<file path="config.mk">
export PLATFORM = sky130hd
export DESIGN_NAME = aes_128_inv_control_4clk_flat
export DESIGN_NICKNAME = d
export VERILOG_FILES = /design/src/rtl/aes_128_inv_control_4clk_if.sv /design/src/rtl/aes_128_inv_control_4clk.sv /design/src/flat_wrapper.sv
export SDC_FILE = /design/constraint.sdc
export NUM_CORES = 1
export LEC_CHECK = 0
export CORE_MARGIN = 5
export CORE_UTILIZATION = 54
export CTS_CLUSTER_SIZE = 8
export DETAILED_ROUTE_END_ITERATION = 7
export PLACE_DENSITY_LB_ADDON = 0.12
export SETUP_SLACK_MARGIN = 0.3
export SYNTH_ARGS = -nofsm -noshare
export SYNTH_HDL_FRONTEND = slang
export SYNTH_SLANG_ARGS = --single-unit
</file>
<file path="constraint.sdc">
create_clock -name clk -period 2.9 [get_ports clk]
set_input_delay 0.58 -clock clk [delete_from_list [all_inputs] [get_ports clk]]
set_output_delay 0.58 -clock clk [all_outputs]
set_load 0.02 [all_outputs]
</file>
<file path="src/rtl/aes_128_inv_control_4clk_if.sv">
// Control/status bundle between the AES-128 inverse-cipher sequencer and its
// requester/datapath. The master drives requests; the slave (sequencer) drives strobes.
interface aes_128_inv_control_4clk_if;
  logic       in_en;
  logic       key_new;
  logic       busy;
  logic       key_exp_step;
  logic       load_state;
  logic       key_inv_step;
  logic       round_end;
  logic       inv_mixcol_bypass;
  logic [3:0] round_idx;
  logic       out_en;
  logic       in_en_collision_irq_pulse;

  modport master (
    output in_en, key_new,
    input  busy, key_exp_step, load_state, key_inv_step, round_end,
           inv_mixcol_bypass, round_idx, out_en, in_en_collision_irq_pulse
  );

  modport slave (
    input  in_en, key_new,
    output busy, key_exp_step, load_state, key_inv_step, round_end,
           inv_mixcol_bypass, round_idx, out_en, in_en_collision_irq_pulse
  );
endinterface

</file>
<file path="src/rtl/aes_128_inv_control_4clk.sv">
// AES-128 decryption sequencer, 4 clocks per round. Caches round key 10 across
// blocks; a key change forces a forward expansion before the next block.
module aes_128_inv_control_4clk (
  input  logic                         clk,
  input  logic                         kill,
  aes_128_inv_control_4clk_if.slave    bus
);

  typedef enum logic [2:0] {S_IDLE, S_KEY_EXP, S_LOAD, S_ROUND, S_DONE} state_t;

  state_t     r_state, w_state_nxt;
  logic [1:0] r_phase, w_phase_nxt;
  logic [3:0] r_round, w_round_nxt;
  logic       r_key_valid, w_key_valid_nxt;
  logic       r_key_stale, w_key_stale_nxt;
  logic       r_irq;
  logic       w_phase_last;
  logic       w_busy;

  assign w_phase_last = (r_phase == 2'd3);
  assign w_busy       = (r_state != S_IDLE);

  always_comb begin
    w_state_nxt     = r_state;
    w_phase_nxt     = r_phase;
    w_round_nxt     = r_round;
    w_key_valid_nxt = r_key_valid;
    w_key_stale_nxt = r_key_stale;

    // A key change mid-block lets the block finish on the old key, then drops the cache.
    if (w_busy && bus.key_new)
      w_key_stale_nxt = 1'b1;

    case (r_state)
      S_IDLE: begin
        w_phase_nxt = 2'd0;
        w_round_nxt = 4'd0;
        if (bus.in_en) begin
          if (r_key_valid && !bus.key_new) begin
            w_state_nxt = S_LOAD;
            w_round_nxt = 4'd10;
          end else begin
            w_state_nxt     = S_KEY_EXP;
            w_round_nxt     = 4'd1;
            w_key_valid_nxt = 1'b0;
          end
        end else if (bus.key_new) begin
          w_key_valid_nxt = 1'b0;
        end
      end
      S_KEY_EXP: begin
        if (w_phase_last) begin
          w_phase_nxt = 2'd0;
          if (r_round == 4'd10) begin
            w_state_nxt     = S_LOAD;
            w_key_valid_nxt = 1'b1;
          end else begin
            w_round_nxt = r_round + 4'd1;
          end
        end else begin
          w_phase_nxt = r_phase + 2'd1;
        end
      end
      S_LOAD: begin
        w_state_nxt = S_ROUND;
        w_phase_nxt = 2'd0;
        w_round_nxt = 4'd9;
      end
      S_ROUND: begin
        if (w_phase_last) begin
          w_phase_nxt = 2'd0;
          if (r_round == 4'd0)
            w_state_nxt = S_DONE;
          else
            w_round_nxt = r_round - 4'd1;
        end else begin
          w_phase_nxt = r_phase + 2'd1;
        end
      end
      S_DONE: begin
        w_state_nxt = S_IDLE;
        w_phase_nxt = 2'd0;
        w_round_nxt = 4'd0;
        // A key_new landing on DONE itself is treated as stale too, so it is never lost.
        if (r_key_stale || bus.key_new) begin
          w_key_valid_nxt = 1'b0;
          w_key_stale_nxt = 1'b0;
        end
      end
      default: begin
        w_state_nxt = S_IDLE;
        w_phase_nxt = 2'd0;
        w_round_nxt = 4'd0;
      end
    endcase
  end

  always_ff @(posedge clk) begin
    if (kill) begin
      r_state     <= S_IDLE;
      r_phase     <= 2'd0;
      r_round     <= 4'd0;
      r_key_valid <= 1'b0;
      r_key_stale <= 1'b0;
      r_irq       <= 1'b0;
    end else begin
      r_state     <= w_state_nxt;
      r_phase     <= w_phase_nxt;
      r_round     <= w_round_nxt;
      r_key_valid <= w_key_valid_nxt;
      r_key_stale <= w_key_stale_nxt;
      r_irq       <= bus.in_en & w_busy;
    end
  end

  assign bus.busy                      = w_busy;
  assign bus.key_exp_step              = (r_state == S_KEY_EXP) && w_phase_last;
  assign bus.load_state                = (r_state == S_LOAD);
  assign bus.key_inv_step              = (r_state == S_ROUND) && (r_phase == 2'd0);
  assign bus.round_end                 = (r_state == S_ROUND) && w_phase_last;
  assign bus.inv_mixcol_bypass         = (r_state == S_ROUND) && (r_round == 4'd0);
  assign bus.round_idx                 = r_round;
  assign bus.out_en                    = (r_state == S_DONE);
  assign bus.in_en_collision_irq_pulse = r_irq;

endmodule

</file>
<file path="src/flat_wrapper.sv">
// flat-port wrapper written by rule: the top's interface ports become plain ports
module aes_128_inv_control_4clk_flat 
  (clk, kill, bus_in_en, bus_key_new, bus_busy, bus_key_exp_step, bus_load_state, bus_key_inv_step, bus_round_end, bus_inv_mixcol_bypass, bus_round_idx, bus_out_en, bus_in_en_collision_irq_pulse);
  aes_128_inv_control_4clk_if bus_i ();
  input  logic clk;
  input  logic kill;
  input wire logic [$bits(bus_i.in_en)-1:0] bus_in_en;
  input wire logic [$bits(bus_i.key_new)-1:0] bus_key_new;
  output wire logic [$bits(bus_i.busy)-1:0] bus_busy;
  output wire logic [$bits(bus_i.key_exp_step)-1:0] bus_key_exp_step;
  output wire logic [$bits(bus_i.load_state)-1:0] bus_load_state;
  output wire logic [$bits(bus_i.key_inv_step)-1:0] bus_key_inv_step;
  output wire logic [$bits(bus_i.round_end)-1:0] bus_round_end;
  output wire logic [$bits(bus_i.inv_mixcol_bypass)-1:0] bus_inv_mixcol_bypass;
  output wire logic [$bits(bus_i.round_idx)-1:0] bus_round_idx;
  output wire logic [$bits(bus_i.out_en)-1:0] bus_out_en;
  output wire logic [$bits(bus_i.in_en_collision_irq_pulse)-1:0] bus_in_en_collision_irq_pulse;
  assign bus_i.in_en = bus_in_en;
  assign bus_i.key_new = bus_key_new;
  assign bus_busy = bus_i.busy;
  assign bus_key_exp_step = bus_i.key_exp_step;
  assign bus_load_state = bus_i.load_state;
  assign bus_key_inv_step = bus_i.key_inv_step;
  assign bus_round_end = bus_i.round_end;
  assign bus_inv_mixcol_bypass = bus_i.inv_mixcol_bypass;
  assign bus_round_idx = bus_i.round_idx;
  assign bus_out_en = bus_i.out_en;
  assign bus_in_en_collision_irq_pulse = bus_i.in_en_collision_irq_pulse;
  aes_128_inv_control_4clk u_core (.clk(clk), .kill(kill), .bus(bus_i));
endmodule
</file>
==> reports/summary.txt, run 1 <==
vias in the first global route: 689
Post-Syn Area per Cell: 8.75 sq um
Max-slew headroom: 72.7%
YS warnings: 0
cell row count: 14
final-report setup violation count: 0
first-pass GRT wire length: 3.09 mm
initial antenna violation count: 0
internal cell power: 258 uW
Core Util, Final: 68.8%
clock transition at the registers of the reported paths: 0.07 ns
Tot GR Track Use: 16.1%
DRT Pass-1 Iters: 4
Max Used Layer: met4
Clock power frac: 27.8%
clock sinks: 12
WL met2: 884 um
max cap viols: 0
Max clock buf depth: 2
Antenna diodes: 0
nets: 121
post-CTS resize count: 3
Avg WL per Cell: 14.9 um
H-tree depth: 1
met3 wire length: 69 um
Final HPWL DP: 1.37 mm
max frequency: 0.413 GHz
setup repair bufs after CTS: 0
Synth cell types: 45
FF-to-FF setup slack: 0.97 ns
Syn Std Cell Area: 831 sq um
Synthesized Nets: 104
Core ar.: 0.00149 sq mm
routability congestion estimate: 0.806
Slew @ Worst Pin: 0.400 ns
clock latency on the worst-skew pair: 0.27 ns
routed metal-1 wirelength: 900 um
Root Driver: clkbuf_4
Period minus WS final: 2.42 ns
IO buf count: 15
Layout area overhead: 23.3%
PD cells: 358 mW/mm^2
Max Slew Vio Count: 0
grt ovf: 0
vias per inst: 5.93
DRC: 0
Hold Crit Class: flop to flop
chip height: 49.2 um
combinational share of power: 20.4%
sum of negative setup slack: 0 ns
outcome: finished clean
Worst Setup Start Kind: flop
Final Hold Violating Endpoints: 0
CTS Hold Bufs: 0
worst endpoint data arrival time: 1.84 ns
top_reg_cell synth: dfxtp_1
DRT antenna net count: 0
WS Path Type: flop to output pin
1st-iter DRT viols: 11
pin count of the biggest net entering global routing: 17
number of flops mapped to enable cells by yosys: 0
data required time of the worst path: 2.32 ns
maximum VDD drop: 0.000216 V
Setup crit end kind: output pin
layout cells sized above 1: 13.6%
Mapped Cells: 95
vias after detailed routing: 747
I/O pin count: 16
Die ar.: 0.00242 sq mm
Setup Skew: 0.00180 ns
Num CTS Buffers: 3
worst-path maximum fanout: 16
switching power total: 109 uW
async set-reset flop share out of synthesis: 0%
Seq/Total Area, Yosys: 28.9%
Net Sw Frac: 29.7%
P_leak: 0.393 nW
Die X: 49.2 um
Post-Route WL: 1.87 mm
crit share post-route: 83.6%
RSZ-0062 raised after global routing: false
Flop pwr share: 51.9%
post-synthesis register bit count: 12
CTS tree: done
Starting Density: 55.8%
==> registers in the layout, indices dropped and copies added (netlist names) <==
signal,cells
u_core.bus.round_idx,4
u_core.r_state,3
u_core.r_phase,2
u_core.bus.in_en_collision_irq_pulse,1
u_core.r_key_stale,1
u_core.r_key_valid,1
==> cell usage after synthesis (2+ instances only) <==
cell	instances	area (sq um)
dfxtp_1	12	240
a21oi_1	7	35.0
inv_1	7	26.3
nor2_1	5	18.8
nor3_1	5	25.0
ha_1	4	50.1
nand2_1	4	15.0
a211oi_1	3	22.5
and2_1	3	18.8
buf_2	3	15.0
o21ai_0	3	15.0
and3_1	2	12.5
nand2b_1	2	12.5
nor2b_1	2	12.5
nor3b_1	2	15.0
nor4_1	2	12.5
==> worst paths after layout <==
kind | startpoint | end | depth (start not counted)
setup / recovery | u_core.r_state[1] | bus_inv_mixcol_bypass | 4
hold / removal | u_core.r_phase[0] | u_core.r_phase[0] | 1
setup reg to reg | u_core.r_state[1] | u_core.bus.round_idx[3] | 7
hold reg to reg | u_core.r_phase[0] | u_core.r_phase[0] | 1
==> power groups by stage <==
stage               clock (mW)  combinational, mW  sequential (mW)
finish                   0.102             0.0747            0.190
global route             0.112             0.0820            0.193
CTS                      0.106             0.0752            0.190
detailed placement           0             0.0742            0.194
global placement             0             0.0731            0.194
floorplan                    0             0.0476            0.192
==> area by class of cell <==
cell class | count | area, sq um
clock buffers | 3 | 22.5
flip-flops and latches | 12 | 245
repair buffers | 16 | 158
inverters | 7 | 26.3
multi-input cells | 72 | 553
fillers | 127 | 464
well taps | 16 | 20.0
==> cells by family after synthesis <==
kind of cell,share of synthesized area [%]
adder cells (fa/ha/maj),8.43
multiplexers,1.81
XOR/XNOR,1.05
buffers and inverters,5.42
flip-flops,28.9
AND/OR/NAND/NOR,31.2
AO/OA/AOI/OAI,23.2
==> placed cells by master, fill, tap and decap left out, drive strengths merged, types with 4 or more instances in the layout <==
master / count
inv: 7
nor2: 6
o21ai: 4
a211oi: 4
a21oi: 7
nand2: 4
dfxtp: 12
ha: 4
clkdlybuf4s50: 15
nor3: 5
==> per-stage QoR <==
stage               cell area (sq um)  hold slack [ns]  total power [mW]  std cells  worst slack (ns)
finish                           1020            0.472             0.367        126             0.477
global route                     1020            0.493             0.387        126             0.354
CTS                              1020            0.471             0.372        126             0.397
detailed placement                990            0.460             0.268        123             0.422
global placement                  990            0.449             0.267        123             0.467
floorplan                         831            0.429             0.239         95             0.943
==> routing by layer <==
layer,global-route usage [%],vias to the layer above
li1,-,387
met1,21.0,342
met2,24.7,14
met3,3.36,4
met4,7.62,0
met5,0,-
==> worst max-delay path, stage by stage, from the launching register on <==
cell             delay [ns]
dfxtp_2                0.48
nand2_1                0.15
nor2_4                 0.18
and3_1                 0.17
clkdlybuf4s50_1        0.60
Note: power is estimated with default switching activity, not from simulation.
==> run 2, diff against run 1 <==
--- a/config.mk
+++ b/config.mk
@@ -5,8 +5,9 @@
 export SDC_FILE = /design/constraint.sdc
 export NUM_CORES = 1
 export LEC_CHECK = 0
+export CORE_ASPECT_RATIO = 0.8
 export CORE_MARGIN = 5
-export CORE_UTILIZATION = 54
+export CORE_UTILIZATION = 50
 export CTS_CLUSTER_SIZE = 8
 export DETAILED_ROUTE_END_ITERATION = 7
 export PLACE_DENSITY_LB_ADDON = 0.12
==> constraint.sdc (replaced) <==
create_clock -name clk -period 2.5 [get_ports clk]
set_input_delay 0.5 -clock clk [delete_from_list [all_inputs] [get_ports clk]]
set_output_delay 0.5 -clock clk [all_outputs]
set_load 0.02 [all_outputs]
==> run 2 against run 1 <==
  * Sequential share of layout area fell by 1.3 points
  * Sequential cell count did not move
  * Cell area rose by 3.4%
  * Routed wire length rose by 4.9%
  * Clock skew rose by 0.0042 ns
  * Non-clock buffer count rose by 2
  * Count of clock-buffer cells in the layout rose by 1
  * Combinational power rose by 30%
  * Critical path type unchanged
  * Highest routed layer unchanged
==> reports/summary.txt, run 2 (synthesis gave the netlist of run 1 again) <==
Post-Route WL: 1.97 mm (was 1.87 mm)
Setup crit end kind: output pin (unchanged)
max cap viols: 0 (unchanged)
DRT Pass-1 Iters: 4 (unchanged)
most common cell after layout, fill and taps aside: dfxtp_1 (was clkdlybuf4s50_1)
clock latency on the worst-skew pair: 0.28 ns (was 0.27 ns)
hold slack: 0.472 ns (about the same)
vias in the first global route: 751 (was 689)
data required time of the worst path: 2.00 ns (was 2.32 ns)
crit path cell chain: buf_4, nor3b_1, clkdlybuf4s50_1 (was nand2_1, nor2_4, and3_1, clkdlybuf4s50_1)
H-tree depth: 1 (unchanged)
DRC: 0 (unchanged)
placed inst area: 0.00101 sq mm (was 990 sq um)
Slew @ Worst Pin: 0.427 ns (was 0.400 ns)
sum of negative setup slack: 0 ns (unchanged)
register area: 240 sq um (was 245 sq um)
final-report setup violation count: 0 (unchanged)
Layout area overhead: 27.6% (was 23.3%)
Worst Setup Start Kind: flop (unchanged)
Avg WL per Cell: 14.6 um (was 14.9 um)
CTS tree: done (unchanged)
Worst Path Buf+Inv: 2 (was 1)
WS Path Type: flop to output pin (unchanged)
Final HPWL DP: 1.49 mm (was 1.37 mm)
Final Cell Area: 0.00106 sq mm (was 0.00102 sq mm)
area of the multi-input gates: 553 sq um (unchanged)
clock sinks: 12 (unchanged)
max reg flops: 4 (unchanged)
Die ar.: 0.00258 sq mm (was 0.00242 sq mm)
Net Sw Frac: 28.7% (was 29.7%)
Clock power frac: 33.5% (was 27.8%)
slowest CP cell: clkdlybuf4s50_1 (unchanged)
IO buf count: 15 (unchanged)
Die X: 55.6 um (was 49.2 um)
PD cells: 442 mW/mm^2 (was 358 mW/mm^2)
internal cell power: 334 uW (was 258 uW)
clock transition at the registers of the reported paths: 0.07 ns (about the same)
crit share post-route: 84.8%
nets: 123 (was 121)
delay of the slowest cell on the worst path: 0.63 ns (was 0.60 ns)
max frequency: 0.472 GHz
maximum VDD drop: 0.000319 V (was 0.000216 V)
Hold Crit Class: flop to flop (unchanged)
worst endpoint data arrival time: 1.62 ns (was 1.84 ns)
total power: 468 uW (was 367 uW)
layout cells sized above 1: 14.2% (was 13.6%)
P_leak: 0.472 nW (was 0.393 nW)
1st-iter DRT viols: 11 (unchanged)
Final Hold Violating Endpoints: 0 (unchanged)
I/O pin count: 16 (unchanged)
first-pass GRT wire length: 3.35 mm (was 3.09 mm)
chip height: 46.5 um (was 49.2 um)
CTS Hold Bufs: 0 (unchanged)
Max clock buf depth: 2 (unchanged)
Antenna diodes: 0 (unchanged)
Crit path max-delay family: buffers and inverters (unchanged)
pre-CTS WS: 0.451 ns (was 0.422 ns)
switching power total: 134 uW (was 109 uW)
Fillers: 146 (was 127)
vias after detailed routing: 776 (was 747)
outcome: finished clean (unchanged)
commonest non-fill, non-tap cells in the layout: dfxtp_1, clkdlybuf4s50_1, inv_1, a21oi_1, nor3_1 (was clkdlybuf4s50_1, dfxtp_1, inv_1, a21oi_1, nor3_1)
Root Driver: clkbuf_4 (unchanged)
initial antenna violation count: 0 (unchanged)
Period minus WS final: 2.12 ns
Setup Skew: 0.00603 ns (was 0.00180 ns)
Max Slew Vio Count: 0 (unchanged)
grt ovf: 0 (unchanged)
Core ar.: 0.00159 sq mm (was 0.00149 sq mm)
crit path from: u_core.r_state[1] (unchanged)
FF-to-FF Start: u_core.r_state[2] (was u_core.r_state[1])
combinational share of power: 20.8% (was 20.4%)
cell row count: 13 (was 14)
Hold Startpoint: u_core.r_phase[0] (unchanged)
Flop pwr share: 45.7% (was 51.9%)
Starting Density: 52.1% (was 55.8%)
worst-path maximum fanout: 15 (was 16)
RSZ-0062 raised after global routing: false (unchanged)
vias per inst: 5.75 (was 5.93)
Num CTS Buffers: 3 (unchanged)
Tot GR Track Use: 16.6% (was 16.1%)
pin count of the biggest net entering global routing: 16 (was 17)
final setup margin: 0.380 ns (was 0.477 ns)
Max-slew headroom: 70.8% (was 72.7%)
routability congestion estimate: 0.775 (was 0.806)
DRT antenna net count: 0 (unchanged)
setup repair bufs after CTS: 0 (unchanged)
## run 2: changes by cell type in the layout (fill, tap and decap cells not counted)
cell	delta
clkbuf_8	+1
buf_4	+2
clkdlybuf4s50_1	-6
dfxtp_1	+2
dfxtp_4	-1
dlymetal6s2s_1	+3
dfxtp_2	-1
dlygate4sd2_1	+3
## run 2: per-layer routing
layer / up-vias / global-route usage, % / share of wire [%]
met4: 0 / 2.91 / 0.36
li1: 391 / - / -
met3: 2 / 5.88 / 5.3
met5: - / 0 / 0
met2: 15 / 28.5 / 46
met1: 368 / 20.6 / 48
## run 2: layout make-up
cell class / instances / share of cell area, %
well taps: 22 / 2.60
clock buffers: 4 / 3.42
multi-input cells: 72 / 52.2
repair buffers: 18 / 16.6
inverters: 7 / 2.48
flip-flops and latches: 12 / 22.7
## run 2: path summary, 6_finish.rpt
check                            end  slack [ns]  depth (start not counted)
max                   bus_load_state        0.38                          3
min                u_core.r_phase[0]        0.47                          1
max reg2reg  u_core.bus.round_idx[3]        0.70                          6
min reg2reg        u_core.r_phase[0]        0.47                          1
## run 2: worst reg2reg max path, delay by kind of cell, from the launching register on
kind	cells	cell delay, ns
AOI/OAI and AO/OA	3	0.56
DFF	1	0.55
adders and majority gates	1	0.33
and+or+nand+nor	2	0.28
## run 2: power groups by stage
stage                     clock, mW  sequential, mW  combinational [mW]
after floorplan                   0           0.222              0.0553
after global placement            0           0.218              0.0948
after detailed placement          0           0.218              0.0965
after CTS                     0.162           0.214              0.0973
after global routing          0.172           0.216               0.106
final                         0.157           0.214              0.0973
## run 2: what timing repair did
action	CTS	global route
endpoints found under the hold margin	0	0
setup endpoints to repair	5	3
gates resized for setup	5	3
## run 2: stage by stage
stage	util [%]	instances
detailed placement	63.5	131
global route	66.5	135
floorplan	-	95
finish	66.5	135
global placement	63.5	131
CTS	66.0	135
==> run 3, diff against run 2 <==
==> constraint.sdc (replaced) <==
create_clock -name clk -period 2.1 [get_ports clk]
set_input_delay 0.42 -clock clk [delete_from_list [all_inputs] [get_ports clk]]
set_output_delay 0.42 -clock clk [all_outputs]
set_load 0.02 [all_outputs]
==> run 3 against run 2 <==
  * Worst hold slack worse by 0.0064 ns
  * Clock skew about the same
  * Die area is the same
  * Critical endpoint is now bus_key_inv_step
  * Register-to-register slack worse by 0.33 ns
  * Combinational power up 28%
  * Global-route usage grew 2.2 points
  * Via count increased by 4.4%
  * First-iteration DRC count increased by 82%
  * Sequential share of layout area down 0.26 points
  * Critical path type unchanged
==> reports/summary.txt, run 3 (synthesis gave the netlist of run 1 again) <==
Antenna diodes: 0 (unchanged)
Critical Path Stages: 4 (was 3)
P_leak: 0.461 nW (was 0.472 nW)
vias after detailed routing: 810 (was 776)
placed cell count: 133 (was 131)
outcome: finished clean (unchanged)
Tot GR Track Use: 18.8% (was 16.6%)
WS Path Type: flop to output pin (unchanged)
RR Endpoint: u_core.bus.round_idx[3] (unchanged)
cell row count: 13 (unchanged)
Max-slew headroom: 75.9% (was 70.8%)
1st-iter DRT viols: 20 (was 11)
Core ar.: 0.00159 sq mm (unchanged)
Root Driver: clkbuf_4 (unchanged)
H-tree depth: 1 (unchanged)
Post-Route WL: 2.21 mm (was 1.97 mm)
clock sinks: 12 (unchanged)
maximum VDD drop: 0.000365 V (was 0.000319 V)
CTS Hold Bufs: 0 (unchanged)
CTS tree: done (unchanged)
IO buf count: 15 (unchanged)
Die X: 55.6 um (unchanged)
pin count of the biggest net entering global routing: 15 (was 16)
max frequency: 0.570 GHz
clock latency on the worst-skew pair: 0.28 ns (about the same)
Max Slew Vio Count: 0 (unchanged)
most common cell after layout, fill and taps aside: dfxtp_1 (unchanged)
Crit path max-delay family: simple AND/OR/NAND/NOR gates (was buffers and inverters)
crit path cell chain: nand2_2, nor2_4, and2_1, clkdlybuf4s15_2 (was buf_4, nor3b_1, clkdlybuf4s50_1)
first-pass GRT wire length: 3.65 mm (was 3.35 mm)
grt ovf: 0 (unchanged)
crit share post-route: 83.5%
worst endpoint data arrival time: 1.33 ns (was 1.62 ns)
max cap viols: 0 (unchanged)
Num CTS Buffers: 3 (unchanged)
clock transition at the registers of the reported paths: 0.08 ns (was 0.07 ns)
Setup crit end kind: output pin (unchanged)
Critical Path Sink: bus_key_inv_step (was bus_load_state)
Worst Setup Start Kind: flop (unchanged)
DRT Pass-1 Iters: 4 (unchanged)
max reg flops: 4 (unchanged)
Avg WL per Cell: 15.9 um (was 14.6 um)
chip height: 46.5 um (unchanged)
pre-CTS WS: 0.194 ns (was 0.451 ns)
Hold Crit Class: flop to flop (unchanged)
Core Util, Final: 69.7% (was 66.5%)
Fillers: 142 (was 146)
nets: 127 (was 123)
Max clock buf depth: 2 (unchanged)
Die ar.: 0.00258 sq mm (unchanged)
I/O pin count: 16 (unchanged)
crit path from: u_core.r_state[1] (unchanged)
vias per inst: 5.83 (was 5.75)
DRC: 0 (unchanged)
worst reg2reg path depth: 8 (was 6)
commonest non-fill, non-tap cells in the layout: dfxtp_1, inv_1, buf_4 (was dfxtp_1, clkdlybuf4s50_1, inv_1, a21oi_1, nor3_1)
delay of the slowest cell on the worst path: 0.38 ns (was 0.63 ns)
total power: 570 uW (was 468 uW)
Period minus WS final: 1.75 ns
Setup Skew: 0.00592 ns (was 0.00603 ns)
PD cells: 513 mW/mm^2 (was 442 mW/mm^2)
Worst Path Buf+Inv: 1 (was 2)
worst-path maximum fanout: 6 (was 15)
data required time of the worst path: 1.68 ns (was 2.00 ns)
FF-to-FF setup slack: 0.37 ns (was 0.70 ns)
layout cells sized above 1: 31.6% (was 14.2%)
Final HPWL DP: 1.55 mm (was 1.49 mm)
Starting Density: 52.1% (unchanged)
initial antenna violation count: 0 (unchanged)
DRT antenna net count: 0 (unchanged)
slowest CP cell: dfxtp_1 (was clkdlybuf4s50_1)
RSZ-0062 raised after global routing: true (was false)
Layout area overhead: 33.7% (was 27.6%)
Slew @ Worst Pin: 0.352 ns (was 0.427 ns)
final std cells w/o fill: 139 (was 135)
sum of negative setup slack: 0 ns (unchanged)
final setup margin: 0.346 ns (was 0.380 ns)
final-report setup violation count: 0 (unchanged)
routability congestion estimate: 0.799 (was 0.775)
FF-to-FF Start: u_core.r_state[0] (was u_core.r_state[2])
vias in the first global route: 760 (was 751)
Final Hold Violating Endpoints: 0 (unchanged)
## run 3: cell count changes in the layout (fill, tap and decap cells not counted), moves of 2 or more
| cell | change |
|---|---|
| dlymetal6s2s_1 | -3 |
| buf_4 | +4 |
| dfxtp_1 | -3 |
| buf_2 | +4 |
| clkdlybuf4s15_2 | +2 |
| clkdlybuf4s50_1 | -5 |
| dfxtp_4 | +2 |
## run 3: worst reg2reg max path: stages (launching register included)
cell and delay (ns):
dfxtp_4 0.37, nand2_2 0.11, nor2_4 0.06, buf_4 0.14
ha_1 0.30, nand3_2 0.10, and3_1 0.19, o31a_1 0.25
nor4_2 0.14
## run 3: layout make-up
| class | instances | area, sq um | area share (%) |
|---|---|---|---|
| Timing Repair Buffer | 22 | 181 | 16.3 |
| Clock buffer | 4 | 36.3 | 3.27 |
| Sequential cell | 12 | 249 | 22.4 |
| Multi-Input combinational cell | 72 | 591 | 53.2 |
| Tap cell | 22 | 27.5 | 2.48 |
| Inverter | 7 | 26.3 | 2.36 |
## run 3: worst min path at each step
stage                           start                end  slack, ns  depth (start not counted)
floorplan           u_core.r_phase[0]  u_core.r_phase[0]       0.43                          1
global placement    u_core.r_phase[0]  u_core.r_phase[0]       0.44                          1
detailed placement  u_core.r_phase[0]  u_core.r_phase[0]       0.46                          1
CTS                 u_core.r_phase[0]  u_core.r_phase[0]       0.47                          1
global route        u_core.r_phase[0]  u_core.r_phase[0]       0.49                          1
finish              u_core.r_phase[0]  u_core.r_phase[0]       0.47                          1
## run 3: timing repair
action	CTS	global route
resized for setup	35	12
setup endpoints to repair	12	8
gates cloned	0	0
pin swaps	1	2
setup buffers	1	1
## run 3: power by group
group	leakage (nW)	switching, mW	internal, mW
registers	0.0998	0.0161	0.238
clock network	0.0210	0.0861	0.106
logic	0.341	0.0689	0.0561
total	0.461	0.171	0.399
## run 3: through the flow
step	hold WS [ns]	area, sq um
final	0.465	1110
after global routing	0.492	1110
after CTS	0.471	1080
after detailed placement	0.460	1030
after global placement	0.444	1030
after floorplan	0.429	841
## run 3: per-layer routing
metal / track usage (%) / share of wire (%)
met4: 6.80 / 1.2
met2: 32.1 / 49
met1: 22.3 / 45
met5: 0 / 0
met3: 6.72 / 4.6
